### src/rtl/time_edit_sequencer_if.sv
// time_edit_sequencer_if: button levels in, field select and step pulses out.
// master = the sequencer, slave = the button/debouncer side.
interface time_edit_sequencer_if;
   logic       prog_mode;
   logic       btn_left;
   logic       btn_right;
   logic       btn_up;
   logic       btn_down;
   logic [3:0] en_count;
   logic       enUP;
   logic       enDOWN;
   logic       editing;
   logic       blink;

   modport master (
      input  prog_mode, btn_left, btn_right, btn_up, btn_down,
      output en_count, enUP, enDOWN, editing, blink
   );

   modport slave (
      output prog_mode, btn_left, btn_right, btn_up, btn_down,
      input  en_count, enUP, enDOWN, editing, blink
   );
endinterface

### src/rtl/time_edit_sequencer.sv
// time_edit_sequencer: programming-mode controller for the RTC field counters.
// Selects a field (en_count), emits single-cycle enUP/enDOWN steps with
// press-and-hold auto-repeat, and drives a blink flag for the display mux.
// Optional feature: define EDIT_TIMEOUT_EN to auto-exit edit mode after
// TIMEOUT_CYC idle cycles in EDIT.
module time_edit_sequencer #(
   parameter logic [3:0]  FIELD_LO    = 4'd1,
   parameter logic [3:0]  FIELD_HI    = 4'd10,
   parameter int unsigned HOLD_CYC    = 50000000,
   parameter int unsigned REPEAT_CYC  = 25000000,
   parameter int unsigned BLINK_CYC   = 25000000,
   parameter int unsigned TIMEOUT_CYC = 1000000000
) (
   input  logic                 clk,
   input  logic                 reset,
   time_edit_sequencer_if.master bus
);

   typedef enum logic [1:0] {
      S_IDLE,
      S_EDIT,
      S_HOLD,
      S_REPEAT
   } state_t;

   localparam logic [31:0] HOLD_LAST   = HOLD_CYC - 32'd1;
   localparam logic [31:0] REPEAT_LAST = REPEAT_CYC - 32'd1;
   localparam logic [31:0] BLINK_LAST  = BLINK_CYC - 32'd1;

   state_t      state_q, state_d;
   logic [3:0]  en_count_q, en_count_d;
   logic        en_up_q, en_up_d;
   logic        en_down_q, en_down_d;
   logic        editing_q, editing_d;
   logic        blink_q, blink_d;
   logic        hold_up_q, hold_up_d;    // 1 = the held step button is btn_up
   logic [31:0] step_cnt_q, step_cnt_d;
   logic [31:0] blink_cnt_q, blink_cnt_d;
   logic        prog_prev_q, left_prev_q, right_prev_q, up_prev_q, down_prev_q;

   logic        rise_prog, rise_left, rise_right, rise_up, rise_down, any_rise;
   logic        both_steps, held_step, exit_edit;
   logic [31:0] step_cnt_inc, blink_cnt_inc;

   assign rise_prog  = bus.prog_mode & ~prog_prev_q;
   assign rise_left  = bus.btn_left  & ~left_prev_q;
   assign rise_right = bus.btn_right & ~right_prev_q;
   assign rise_up    = bus.btn_up    & ~up_prev_q;
   assign rise_down  = bus.btn_down  & ~down_prev_q;
   assign any_rise   = rise_left | rise_right | rise_up | rise_down;
   assign both_steps = bus.btn_up & bus.btn_down;
   assign held_step  = hold_up_q ? bus.btn_up : bus.btn_down;

   // Saturating increments: a counter never wraps back into a trigger value.
   assign step_cnt_inc  = (step_cnt_q  == '1) ? step_cnt_q  : step_cnt_q  + 32'd1;
   assign blink_cnt_inc = (blink_cnt_q == '1) ? blink_cnt_q : blink_cnt_q + 32'd1;

`ifdef EDIT_TIMEOUT_EN
   localparam logic [31:0] TIMEOUT_LAST = TIMEOUT_CYC - 32'd1;
   logic [31:0] idle_cnt_q, idle_cnt_d;

   assign exit_edit = ((state_q != S_IDLE) && !bus.prog_mode) ||
                      ((state_q == S_EDIT) && !any_rise && (idle_cnt_q >= TIMEOUT_LAST));

   // Inactivity counter: cleared on entry, on any button edge and on any step pulse.
   always_comb begin
      idle_cnt_d = (idle_cnt_q == '1) ? idle_cnt_q : idle_cnt_q + 32'd1;
      if (state_q == S_IDLE || state_d == S_IDLE || any_rise || en_up_d || en_down_d) begin
         idle_cnt_d = '0;
      end
   end

   // Inactivity counter register
   always_ff @(posedge clk or negedge reset) begin
      if (!reset) idle_cnt_q <= '0;
      else        idle_cnt_q <= idle_cnt_d;
   end
`else
   logic unused_timeout;
   assign unused_timeout = ^TIMEOUT_CYC;
   assign exit_edit      = (state_q != S_IDLE) && !bus.prog_mode;
`endif

   // Next state, field select and step pulse decode
   always_comb begin
      // NOTE: defaults first, so no path through the case leaves a signal unassigned (no latches).
      state_d    = state_q;
      en_count_d = en_count_q;
      en_up_d    = 1'b0;
      en_down_d  = 1'b0;
      hold_up_d  = hold_up_q;
      step_cnt_d = step_cnt_q;
      case (state_q)
         S_IDLE: begin
            if (rise_prog) begin
               state_d    = S_EDIT;
               en_count_d = FIELD_LO;
            end
         end
         S_EDIT: begin
            // A step press wins over navigation; navigation is frozen while any step button is down.
            if (rise_up && !bus.btn_down) begin
               en_up_d    = 1'b1;
               hold_up_d  = 1'b1;
               step_cnt_d = '0;
               state_d    = S_HOLD;
            end else if (rise_down && !bus.btn_up) begin
               en_down_d  = 1'b1;
               hold_up_d  = 1'b0;
               step_cnt_d = '0;
               state_d    = S_HOLD;
            end else if (!bus.btn_up && !bus.btn_down && (rise_left != rise_right)) begin
               if (rise_right) en_count_d = (en_count_q == FIELD_HI) ? FIELD_LO : en_count_q + 4'd1;
               else            en_count_d = (en_count_q == FIELD_LO) ? FIELD_HI : en_count_q - 4'd1;
            end
         end
         S_HOLD, S_REPEAT: begin
            if (both_steps || !held_step) begin
               state_d = S_EDIT;
            end else if (step_cnt_q >= ((state_q == S_HOLD) ? HOLD_LAST : REPEAT_LAST)) begin
               en_up_d    = hold_up_q;
               en_down_d  = !hold_up_q;
               step_cnt_d = '0;
               state_d    = S_REPEAT;
            end else begin
               step_cnt_d = step_cnt_inc;
            end
         end
         default: state_d = S_IDLE;
      endcase
      // Leaving edit mode outranks everything decoded above.
      if (exit_edit) begin
         state_d    = S_IDLE;
         en_count_d = '0;
         en_up_d    = 1'b0;
         en_down_d  = 1'b0;
      end
      editing_d = (state_d != S_IDLE);
   end

   // Blink generator: restarts low on entry, toggles every BLINK_CYC, low in IDLE
   always_comb begin
      blink_d     = blink_q;
      blink_cnt_d = blink_cnt_inc;
      if (state_q == S_IDLE || state_d == S_IDLE) begin
         blink_d     = 1'b0;
         blink_cnt_d = '0;
      end else if (blink_cnt_q >= BLINK_LAST) begin
         blink_d     = !blink_q;
         blink_cnt_d = '0;
      end
   end

   // State, output and edge-history registers
   always_ff @(posedge clk or negedge reset) begin
      // NOTE: edge history resets to 0 too; a button held through reset is harmless because IDLE ignores step edges.
      if (!reset) begin
         state_q      <= S_IDLE;
         en_count_q   <= '0;
         en_up_q      <= 1'b0;
         en_down_q    <= 1'b0;
         editing_q    <= 1'b0;
         blink_q      <= 1'b0;
         hold_up_q    <= 1'b0;
         step_cnt_q   <= '0;
         blink_cnt_q  <= '0;
         prog_prev_q  <= 1'b0;
         left_prev_q  <= 1'b0;
         right_prev_q <= 1'b0;
         up_prev_q    <= 1'b0;
         down_prev_q  <= 1'b0;
      end else begin
         // NOTE: non-blocking so every flop samples the pre-edge values.
         state_q      <= state_d;
         en_count_q   <= en_count_d;
         en_up_q      <= en_up_d;
         en_down_q    <= en_down_d;
         editing_q    <= editing_d;
         blink_q      <= blink_d;
         hold_up_q    <= hold_up_d;
         step_cnt_q   <= step_cnt_d;
         blink_cnt_q  <= blink_cnt_d;
         prog_prev_q  <= bus.prog_mode;
         left_prev_q  <= bus.btn_left;
         right_prev_q <= bus.btn_right;
         up_prev_q    <= bus.btn_up;
         down_prev_q  <= bus.btn_down;
      end
   end

   assign bus.en_count = en_count_q;
   assign bus.enUP     = en_up_q;
   assign bus.enDOWN   = en_down_q;
   assign bus.editing  = editing_q;
   assign bus.blink    = blink_q;

endmodule

### src/flat_wrapper.sv
// flat-port wrapper written by rule: the top's interface ports become plain ports
module time_edit_sequencer_flat 
#(
   parameter logic [3:0]  FIELD_LO    = 4'd1,
   parameter logic [3:0]  FIELD_HI    = 4'd10,
   parameter int unsigned HOLD_CYC    = 50000000,
   parameter int unsigned REPEAT_CYC  = 25000000,
   parameter int unsigned BLINK_CYC   = 25000000,
   parameter int unsigned TIMEOUT_CYC = 1000000000
)
  (clk, reset, bus_prog_mode, bus_btn_left, bus_btn_right, bus_btn_up, bus_btn_down, bus_en_count, bus_enUP, bus_enDOWN, bus_editing, bus_blink);
  time_edit_sequencer_if bus_i ();
  input  logic clk;
  input  logic reset;
  input wire logic [$bits(bus_i.prog_mode)-1:0] bus_prog_mode;
  input wire logic [$bits(bus_i.btn_left)-1:0] bus_btn_left;
  input wire logic [$bits(bus_i.btn_right)-1:0] bus_btn_right;
  input wire logic [$bits(bus_i.btn_up)-1:0] bus_btn_up;
  input wire logic [$bits(bus_i.btn_down)-1:0] bus_btn_down;
  output wire logic [$bits(bus_i.en_count)-1:0] bus_en_count;
  output wire logic [$bits(bus_i.enUP)-1:0] bus_enUP;
  output wire logic [$bits(bus_i.enDOWN)-1:0] bus_enDOWN;
  output wire logic [$bits(bus_i.editing)-1:0] bus_editing;
  output wire logic [$bits(bus_i.blink)-1:0] bus_blink;
  assign bus_i.prog_mode = bus_prog_mode;
  assign bus_i.btn_left = bus_btn_left;
  assign bus_i.btn_right = bus_btn_right;
  assign bus_i.btn_up = bus_btn_up;
  assign bus_i.btn_down = bus_btn_down;
  assign bus_en_count = bus_i.en_count;
  assign bus_enUP = bus_i.enUP;
  assign bus_enDOWN = bus_i.enDOWN;
  assign bus_editing = bus_i.editing;
  assign bus_blink = bus_i.blink;
  time_edit_sequencer #(.FIELD_LO(FIELD_LO), .FIELD_HI(FIELD_HI), .HOLD_CYC(HOLD_CYC), .REPEAT_CYC(REPEAT_CYC), .BLINK_CYC(BLINK_CYC), .TIMEOUT_CYC(TIMEOUT_CYC)) u_core (.clk(clk), .reset(reset), .bus(bus_i));
endmodule
### config.mk
export PLATFORM = sky130hd
export DESIGN_NAME = time_edit_sequencer_flat
export DESIGN_NICKNAME = d
export VERILOG_FILES = /design/src/rtl/time_edit_sequencer_if.sv /design/src/rtl/time_edit_sequencer.sv /design/src/flat_wrapper.sv
export SDC_FILE = /design/constraint.sdc
export NUM_CORES = 1
export LEC_CHECK = 0
export ABC_AREA = 1
export CAP_MARGIN = 25
export CORE_ASPECT_RATIO = 0.75
export CORE_MARGIN = 2
export CORE_UTILIZATION = 60
export CTS_CLUSTER_SIZE = 14
export DETAILED_ROUTE_END_ITERATION = 16
export HOLD_SLACK_MARGIN = 0.06
export PLACE_DENSITY_LB_ADDON = 0.05
export SLEW_MARGIN = 0
export SYNTH_ARGS = -nofsm -noshare
export SYNTH_HDL_FRONTEND = slang
export SYNTH_SLANG_ARGS = --single-unit
### constraint.sdc
create_clock -name clk -period 2 [get_ports clk]
set_input_delay 0.4 -clock clk [delete_from_list [all_inputs] [get_ports clk]]
set_output_delay 0.4 -clock clk [all_outputs]
set_load 0.01 [all_outputs]
==> results of run 1 <==
## worst reg2reg max path: cells and delay by family (launching register included)
kind            cells  cell delay [ps]
flops               1              410
simple gates        9              750
compound gates      1              120
fa+ha+maj           1              280
buf+inv             3              390
## area by class of cell
type,count,area (um2),share of cell area [%]
clock buffers,12,155,2.70
flip-flops and latches,80,2000,34.9
clock inverters,4,52.6,0.914
repair buffers,74,709,12.3
inverters,74,283,4.92
multi-input cells,412,2420,42.1
well taps,101,126,2.20
## how the worst max path moves through the flow
stage                     cells after the start  slack (ps)                                 to                        start
after floorplan                              13         180  u_core.step_cnt_q[11]$_DFFE_PN0P_  u_core.state_q[0]$_DFF_PN0_
after global placement                       13         -60  u_core.step_cnt_q[17]$_DFFE_PN0P_  u_core.state_q[0]$_DFF_PN0_
after detailed placement                     12        -130  u_core.step_cnt_q[11]$_DFFE_PN0P_                 bus_btn_down
after CTS                                    13          -4  u_core.step_cnt_q[22]$_DFFE_PN0P_  u_core.state_q[0]$_DFF_PN0_
after global routing                         14        -120  u_core.step_cnt_q[25]$_DFFE_PN0P_  u_core.state_q[0]$_DFF_PN0_
final                                        14         -20  u_core.step_cnt_q[14]$_DFFE_PN0P_  u_core.state_q[0]$_DFF_PN0_
## cells in the mapped netlist, drive strengths merged (2+ instances only)
cell type / count / area, um2
a31oi: 2 / 12.5
nor2: 87 / 392
nand4: 18 / 125
buf: 12 / 90.1
nand3: 48 / 255
or2: 2 / 12.5
inv: 74 / 278
nand3b: 4 / 30.0
xnor2: 5 / 43.8
xor2: 21 / 184
nor3: 21 / 125
o21ai: 23 / 115
a21oi: 38 / 265
dfrtp: 80 / 2000
ha: 11 / 138
a21boi: 2 / 15.0
nand2: 113 / 448
## report_power, final
part	switching, W	internal [W]
registers	0.0000637	0.00168
clock network	0.000593	0.000648
logic	0.000381	0.000315
total	0.00104	0.00264
## metrics by stage
step	setup WS, ps	instances	setup TNS (ps)
after floorplan	180	576	0
after global placement	-58.8	722	-903
after detailed placement	-131	722	-1700
after CTS	-3.82	749	-12.2
after global routing	-120	757	-1950
final	-17.4	757	-175
## metal layers
metal | routed length [um] | global-route usage, % | part of all wire (%)
met3 | 563 | 5.96 | 5.1
met2 | 5000 | 43.7 | 46
met4 | 141 | 10.0 | 1.3
met5 | 0 | 0 | 0
met1 | 5240 | 38.2 | 48
## sequential cells by signal (all words and copies together) (netlist names)
register             count
u_core.bus.enUP          1
u_core.prog_prev_q       1
u_core.left_prev_q       1
u_core.bus.blink         1
u_core.step_cnt_q       32
u_core.right_prev_q      1
u_core.hold_up_q         1
u_core.bus.enDOWN        1
u_core.blink_cnt_q      32
u_core.bus.editing       1
u_core.bus.en_count      4
u_core.up_prev_q         1
u_core.state_q           2
u_core.down_prev_q       1
## repair_timing
action,CTS,global route
gates cloned,2,1
setup endpoints to repair,21,43
endpoints found under the hold margin,30,0
hold buffers,1,0
pin swaps,5,11
setup buffers,8,8
resized for setup,16,24
## logic make-up after synthesis
family / synth area share (%)
AOI/OAI and AO/OA: 10.0
xor gates and xnor gates: 4.96
adders and majority gates: 3.00
buffers and inverters: 8.01
DFF: 43.6
other: 0.0816
and+or+nand+nor: 30.3
==> flow_metrics.env, run 1 <==
export IMPL_hpwl_um=7420
export IMPL_rsz0062_at_grt="yes"
export IMPL_globalplace_congestion=0.901
export IMPL_cts_tree="done"
export IMPL_r2r_cells=14
export IMPL_synth_distinct_cells=38
export IMPL_crit_chain="inv_4 > nand2_8 > ha_1 > nand2_1 > nor2_2 > nand3_1 > nor2_2 > nand2_2 > nand2_2 > nor2_4 > nand2_4 > buf_12 > buf_12 > a21oi_2"
export IMPL_cts_inserted_buffers=9
export IMPL_worstPathArrival_ps=2310
export IMPL_reg2reg_slack_ps=-20
export IMPL_vias=4068
export IMPL_grt_antenna_before_repair=0
export IMPL_clk_latency_ps=370
export IMPL_synthCells=570
export IMPL_ctsRootBufferMaster="clkbuf_8"
export IMPL_clockBufferDepth=2
export IMPL_clkTransAtPathRegs_ps=80
export IMPL_ys_seq_elements=80
export IMPL_slowest_stage="dfrtp_1"
export IMPL_critPathLaunchType="flip-flop"
export IMPL_path_class="reg -> reg"
export IMPL_start_util_pct=62.1
export IMPL_grt_pass1_vias=3904
export IMPL_grt_max_degree=51
export IMPL_drcViolationCount=0
export IMPL_synthFlopType="dfrtp_1"
export IMPL_p_total_w=0.00368
export IMPL_dpl_cell_area_um2=5160
export IMPL_final_common_cell="nand2_1"
export IMPL_wire_per_inst_um=14.5
export IMPL_p_per_area_nw_per_um2=640
export IMPL_fin_worst_skew_ps=12.1
export IMPL_crit_buf_inv=3
export IMPL_dieHeight_um=79.8
export IMPL_pin_count=15
export IMPL_ir_drop_v=0.000458
export IMPL_synth_edf_count=0
export IMPL_whs_ps=496
export IMPL_drtAntennaViolNets=0
export IMPL_final_area_um2=5750
export IMPL_status="complete, but fails checks"
export IMPL_setup_viol=15
export IMPL_finalCritPeriodShare_pct=101
export IMPL_drive_gt1_share_pct=24.1
export IMPL_r2r_start="u_core.state_q[0]$_DFF_PN0_"
export IMPL_nets=669
export IMPL_required_ps=2290
export IMPL_core_area_um2=7400
export IMPL_ys_warn_count=0
export IMPL_leakage_nw=2.59
export IMPL_drv_slew=0
export IMPL_row_count=27
export IMPL_fin_ws_ps=-17.4
export IMPL_max_cap_viol_count=0
export IMPL_r2r_end="u_core.step_cnt_q[14]$_DFFE_PN0P_"
export IMPL_hold_violations=0
export IMPL_drt_initial_drc_count=306
export IMPL_fmax_mhz=496
export IMPL_grt_ovfl_total=0
export IMPL_avgSynthCellArea_um2=8.06
export IMPL_numPortBuffers=14
export IMPL_min_delay_path_class="in -> async"
export IMPL_cts_sinks=80
export IMPL_routed_wl_um=10900
export IMPL_antenna_cells=0
export IMPL_drt_pass1_iterations=6
export IMPL_grt_usage_pct=27.7
export IMPL_area_growth_pct=25.1
export IMPL_dieArea_um2=8380
export IMPL_cp_end_kind="flip-flop"
export IMPL_slew_headroom_pct=66.6
export IMPL_vias_per_cell=5.37
export IMPL_die_width_um=105
export IMPL_final_core_util_pct=77.7
export IMPL_syn_cell_area_um2=4590
export IMPL_min_period_ps=2020
export IMPL_failed_checks="negative setup slack"
export IMPL_async_reset_ff_share_pct=100
export IMPL_cts_htree_levels=3
export IMPL_fillerInstances=514
export IMPL_crit_family="simple AND/OR/NAND/NOR gates"
export IMPL_most_common_layout_cells="nand2_1 (101), dfrtp_1 (78), nor2_1 (70), inv_1 (66), buf_4 (50)"
export IMPL_slowest_delay_ps=410
export IMPL_grt_pass1_wl_um=18100
export IMPL_cp_max_fo=7
export IMPL_yosysSeqAreaShare_pct=43.6
export IMPL_worst_pin_slew_ps=499
(Power assumes the default switching activity.)
==> run 2: changes to the inputs <==
CTS_BUF_LIST = sky130_fd_sc_hd__clkbuf_2   (was default)
==> flow_metrics.env, run 2 (synthesized netlist as in run 1, its figures left out) <==
export IMPL_finalCritPeriodShare_pct=100
export IMPL_fillerInstances=540
export IMPL_rsz0062_at_grt="yes"
export IMPL_fmax_mhz=498
export IMPL_final_area_um2=5670
export IMPL_hold_violations=0
export IMPL_cts_htree_levels=3
export IMPL_path_class="reg -> reg"
export IMPL_hpwl_um=7420
export IMPL_leakage_nw=2.58
export IMPL_max_cap_viol_count=0
export IMPL_drv_slew=0
export IMPL_drt_initial_drc_count=253
export IMPL_grt_pass1_wl_um=18000
export IMPL_cp_end_kind="flip-flop"
export IMPL_routed_wl_um=10700
export IMPL_min_period_ps=2010
export IMPL_cp_max_fo=7
export IMPL_dieArea_um2=8380
export IMPL_numPortBuffers=14
export IMPL_die_width_um=105
export IMPL_grt_max_degree=51
export IMPL_multi_input_area_um2=2430
export IMPL_cts_inserted_buffers=9
export IMPL_ctsRootBufferMaster="clkbuf_2"
export IMPL_clk_latency_ps=560
export IMPL_required_ps=2490
export IMPL_final_setup_tns_ps=-12.7
export IMPL_placed_cells=722
export IMPL_antenna_cells=0
export IMPL_start_util_pct=62.1
export IMPL_drive_gt1_share_pct=23.9
export IMPL_wire_per_inst_um=14.2
export IMPL_row_count=27
export IMPL_vias_per_cell=5.35
export IMPL_final_cell_count_no_fill=757
export IMPL_ir_drop_v=0.000413
export IMPL_grt_ovfl_total=0
export IMPL_status="complete, but fails checks"
export IMPL_worst_pin_slew_ps=505
export IMPL_setup_viol=5
export IMPL_grt_usage_pct=27.5
export IMPL_critPathLaunchType="flip-flop"
export IMPL_nets=669
export IMPL_post_place_ws_ps=-131
export IMPL_grt_antenna_before_repair=0
export IMPL_drtAntennaViolNets=0
export IMPL_area_growth_pct=23.3
export IMPL_timing_critical_path_from="u_core.state_q[1]$_DFF_PN0_"
export IMPL_clkTransAtPathRegs_ps=230
export IMPL_final_common_cell="nand2_1"
export IMPL_most_common_layout_cells="nand2_1 (102), dfrtp_1 (78), nor2_1 (70), inv_1 (66), buf_4 (50)"
export IMPL_dieHeight_um=79.8
export IMPL_grt_pass1_vias=3925
export IMPL_clockBufferDepth=2
export IMPL_drcViolationCount=0
export IMPL_worstPathArrival_ps=2500
export IMPL_slew_headroom_pct=66.2
export IMPL_vias=4052
export IMPL_min_delay_path_class="in -> async"
export IMPL_whs_ps=287
export IMPL_drt_pass1_iterations=5
export IMPL_cts_sinks=80
export IMPL_core_area_um2=7400
export IMPL_seq_area_um2=2000
export IMPL_pin_count=15
export IMPL_fin_ws_ps=-9.23
export IMPL_r2r_start="u_core.state_q[1]$_DFF_PN0_"
export IMPL_cts_tree="done"
export IMPL_fin_worst_skew_ps=34.3
export IMPL_dpl_cell_area_um2=5160
export IMPL_p_per_area_nw_per_um2=583
export IMPL_failed_checks="negative setup slack"
export IMPL_globalplace_congestion=0.901
-- run 2: changes by cell type in the layout (fill, tap and decap cells not counted), sizes merged --
cell	previous run	this run
buf	60	59
bufbuf	0	1
clkbuf	12	10
clkdlybuf4s50	13	12
clkinv	3	5
dlymetal6s2s	0	1
-- run 2: power breakdown --
group          switching, W  internal (W)
sequential        0.0000469       0.00168
combinational      0.000395      0.000329
clock              0.000564      0.000288
-- run 2: cell type report --
class / count / area share (%)
clock buffers: 10 / 0.883
well taps: 101 / 2.23
repair buffers: 74 / 12.6
clock inverters: 6 / 1.06
flip-flops and latches: 80 / 35.4
multi-input cells: 412 / 42.9
inverters: 74 / 4.99
-- run 2: path summary, 6_finish.rpt --
check	to	slack (ps)	cells past startpoint
setup / recovery	u_core.step_cnt_q[14]$_DFFE_PN0P_	-9	15
hold / removal	u_core.blink_cnt_q[4]$_DFFE_PN0P_	290	2
setup reg to reg	u_core.step_cnt_q[14]$_DFFE_PN0P_	-9	15
hold reg to reg	u_core.step_cnt_q[27]$_DFFE_PN0P_	510	2
max in group asynchronous	u_core.bus.en_count[2]$_DFFE_PN0P_	1120	3
min in group clk	u_core.right_prev_q$_DFF_PN0_	310	1
-- run 2: routing by layer --
| metal | global-route usage, % | vias up | wire, um |
|---|---|---|---|
| met1 | 37.9 | 1908 | 5140 |
| met3 | 6.69 | 19 | 658 |
| met2 | 42.9 | 116 | 4790 |
| met5 | 0 | - | 0 |
| li1 | - | 2009 | - |
| met4 | 9.33 | 0 | 138 |
-- run 2: repair_timing --
| action | 4_1_cts | 5_1_grt |
|---|---|---|
| buffers inserted | 9 | 7 |
| cloned | 2 | 1 |
| hold endpoints to repair | 30 | 0 |
| pin swaps | 5 | 4 |
| resized for setup | 17 | 25 |
| hold buffers | 1 | 0 |
| setup endpoints to repair | 25 | 47 |
-- run 2: per-stage QoR --
step / util, % / total power, W
6_report: 76.6 / 0.00330
5_1_grt: 76.6 / 0.00347
4_1_cts: 74.5 / 0.00330
3_5_place_dp: 69.8 / 0.00236
3_3_place_gp: 69.8 / 0.00234
2_1_floorplan: - / 0.00209
-- run 2: critical path, stage by stage, from the launching register on --
cell     delay [ps]
dfrtp_2         530
buf_6           150
inv_4            60
nor2_4           50
buf_4           150
nand2_1          50
nand4_1          90
nand2_1          70
nand2_1          60
nand2_2          70
nand2_2          60
nor2_4          140
nand2_4          70
buf_12          130
buf_12          130
a21oi_2         110
==> run 3: changes to the inputs <==
ABC_AREA = 0   (was 1)
TNS_END_PERCENT = 1   (was default)
==> flow_metrics.env, run 3 <==
export IMPL_drv_slew=0
export IMPL_min_delay_path_class="in -> reg"
export IMPL_hpwl_um=7370
export IMPL_yosysSeqAreaShare_pct=45.7
export IMPL_synthCells=462
export IMPL_area_growth_pct=23.6
export IMPL_ys_warn_count=0
export IMPL_final_cell_count_no_fill=658
export IMPL_drt_initial_drc_count=277
export IMPL_cts_htree_levels=3
export IMPL_grt_ovfl_total=0
export IMPL_final_common_cell="dfrtp_1"
export IMPL_yosys_area_top_type="dfrtp_1"
export IMPL_cp_max_fo=4
export IMPL_min_period_ps=2450
export IMPL_final_setup_tns_ps=-11990
export IMPL_dieHeight_um=78.0
export IMPL_slowest_stage="dfrtp_1"
export IMPL_ys_seq_elements=80
export IMPL_slowest_delay_ps=460
export IMPL_wire_per_inst_um=16.1
export IMPL_ctsRootBufferMaster="clkbuf_2"
export IMPL_drcViolationCount=0
export IMPL_globalplace_congestion=0.914
export IMPL_clockBufferDepth=2
export IMPL_synthFlopType="dfrtp_1"
export IMPL_status="complete, but fails checks"
export IMPL_setup_viol=35
export IMPL_worstPathArrival_ps=2920
export IMPL_synth_commonest_cells="dfrtp_1 (80), nor2_1 (73), nand2_1 (37), nand3_1 (21), xor2_1 (21)"
export IMPL_numPortBuffers=14
export IMPL_fillerInstances=476
export IMPL_cts_sinks=80
export IMPL_max_cap_viol_count=0
export IMPL_finalCritPeriodShare_pct=122
export IMPL_synth_distinct_cells=61
export IMPL_drt_pass1_iterations=5
export IMPL_most_common_layout_cells="dfrtp_1 (76), nor2_1 (70), buf_4 (70), nand2_1 (36)"
export IMPL_path_class="reg -> reg"
export IMPL_ir_drop_v=0.000565
export IMPL_hold_violations=0
export IMPL_yosys_top_cells_area="dfrtp_1 (46%), nor2_1 (6.3%), xor2_1 (4.2%)"
export IMPL_core_area_um2=6930
export IMPL_grt_antenna_before_repair=0
export IMPL_nets=573
export IMPL_synth_most_common_cell="dfrtp_1"
export IMPL_syn_cell_area_um2=4380
export IMPL_p_per_area_nw_per_um2=583
export IMPL_cts_inserted_buffers=9
export IMPL_fin_worst_skew_ps=36.5
export IMPL_vias_per_cell=5.86
export IMPL_antenna_cells=0
export IMPL_required_ps=2470
export IMPL_dieArea_um2=8010
export IMPL_dpl_cell_area_um2=5200
export IMPL_routed_wl_um=10600
export IMPL_placed_cells=639
export IMPL_rsz0062_at_grt="yes"
export IMPL_final_core_util_pct=78.2
export IMPL_synth_edf_count=0
export IMPL_clk_latency_ps=550
export IMPL_row_count=26
export IMPL_grt_usage_pct=27.8
export IMPL_vias=3856
export IMPL_cp_end_kind="flip-flop"
export IMPL_drive_gt1_share_pct=22.5
export IMPL_pin_count=15
export IMPL_cts_tree="done"
export IMPL_clkTransAtPathRegs_ps=240
export IMPL_drtAntennaViolNets=0
export IMPL_grt_pass1_vias=3718
export IMPL_avgSynthCellArea_um2=9.49
export IMPL_synth_top_cell_area_share_pct=45.7
export IMPL_grt_max_degree=81
export IMPL_start_util_pct=63.3
export IMPL_fin_ws_ps=-446
export IMPL_crit_chain="nor2b_4 > inv_4 > buf_12 > ha_4 > nand2_2 > mux2_4 > o31ai_4 > a21oi_1 > o31a_1 > nor4b_2"
export IMPL_leakage_nw=2.35
export IMPL_die_width_um=103
export IMPL_failed_checks="negative setup slack"
export IMPL_critPathLaunchType="flip-flop"
export IMPL_final_area_um2=5420
export IMPL_fmax_mhz=409
export IMPL_grt_pass1_wl_um=17500
export IMPL_async_reset_ff_share_pct=100
[run 3: cell count changes after synthesis, sizes merged, moves of 7 or more]
| cell | delta |
|---|---|
| a21oi | -26 |
| a22o | +11 |
| and2 | +7 |
| and3 | +9 |
| and4 | +10 |
| clkbuf | +7 |
| inv | -64 |
| nand2 | -76 |
| nand3 | -27 |
| nor2 | -13 |
| nor2b | +11 |
| nor3 | -15 |
| xnor2 | +8 |
[run 3: cell families (layout without fill, tap and decap cells)]
family / after synthesis / in the layout / synth area share, %
AO/OA/AOI/OAI: 88 / 88 / 15.2
XOR/XNOR: 34 / 34 / 6.79
adder cells (fa/ha/maj): 11 / 11 / 3.14
buffers and inverters: 25 / 116 / 2.48
flip-flops: 80 / 80 / 45.7
multiplexers: 5 / 5 / 1.26
other: 1 / 7 / 0.0855
AND/OR/NAND/NOR: 218 / 219 / 25.4
[run 3: final cells by class]
cell class	count	area [um2]	area share (%)
Sequential cell	80	2010	37.0
Timing Repair Buffer	90	757	14.0
Tap cell	98	123	2.26
Inverter	10	40.0	0.739
Clock inverter	6	43.8	0.808
Clock buffer	10	50.0	0.924
Multi-Input combinational cell	364	2400	44.3
[run 3: worst max-delay path: cells and delay by family (launching register included)]
kind,cells,cell delay (ps)
AOI/OAI and AO/OA,3,720
adders and majority gates,1,270
buffers and inverters,2,170
DFF,1,460
muxes,1,310
and+or+nand+nor,3,450
[run 3: routing by layer]
layer | GRT usage, % | vias to the layer above | share of wire, %
met5 | 0 | - | 0
li1 | - | 1850 | -
met2 | 40.3 | 141 | 46
met4 | 5.60 | 0 | 1.1
met3 | 6.77 | 16 | 6.8
met1 | 42.6 | 1849 | 46
[run 3: final timing paths]
check,from,to,slack [ps],depth (start not counted)
setup / recovery,u_core.state_q[0]$_DFF_PN0_,u_core.bus.enDOWN$_DFF_PN0_,-450,10
hold / removal,bus_btn_left,u_core.left_prev_q$_DFF_PN0_,280,1
setup reg to reg,u_core.state_q[0]$_DFF_PN0_,u_core.bus.enDOWN$_DFF_PN0_,-450,10
hold reg to reg,u_core.step_cnt_q[31]$_DFFE_PN0P_,u_core.step_cnt_q[31]$_DFFE_PN0P_,560,2
max in group asynchronous,reset,u_core.step_cnt_q[11]$_DFFE_PN0P_,1260,3
min in group asynchronous,reset,u_core.blink_cnt_q[10]$_DFFE_PN0P_,380,3
[run 3: what timing repair did]
item | in CTS | in global routing
resized for setup | 17 | 15
hold buffers | 1 | 0
setup endpoints to repair | 40 | 65
pin swaps | 18 | 8
cloned | 0 | 1
setup buffers | 1 | 0
endpoints found under the hold margin | 80 | 0
[run 3: stage by stage]
stage          worst slack (ps)  power, W  hold slack (ps)
2_1_floorplan              -374   0.00211              104
3_3_place_gp               -671   0.00237              459
3_5_place_dp               -775   0.00239              460
4_1_cts                    -489   0.00317              245
5_1_grt                    -529   0.00334              226
6_report                   -446   0.00316              284
[run 3: where the power goes]
| group | internal (W) | total, W | switching [W] | leakage [nW] |
|---|---|---|---|---|
| Sequential | 0.00168 | 0.00176 | 0.0000787 | 1.07 |
| Clock | 0.000169 | 0.000765 | 0.000596 | 0.0522 |
| Combinational | 0.000286 | 0.000629 | 0.000343 | 1.23 |
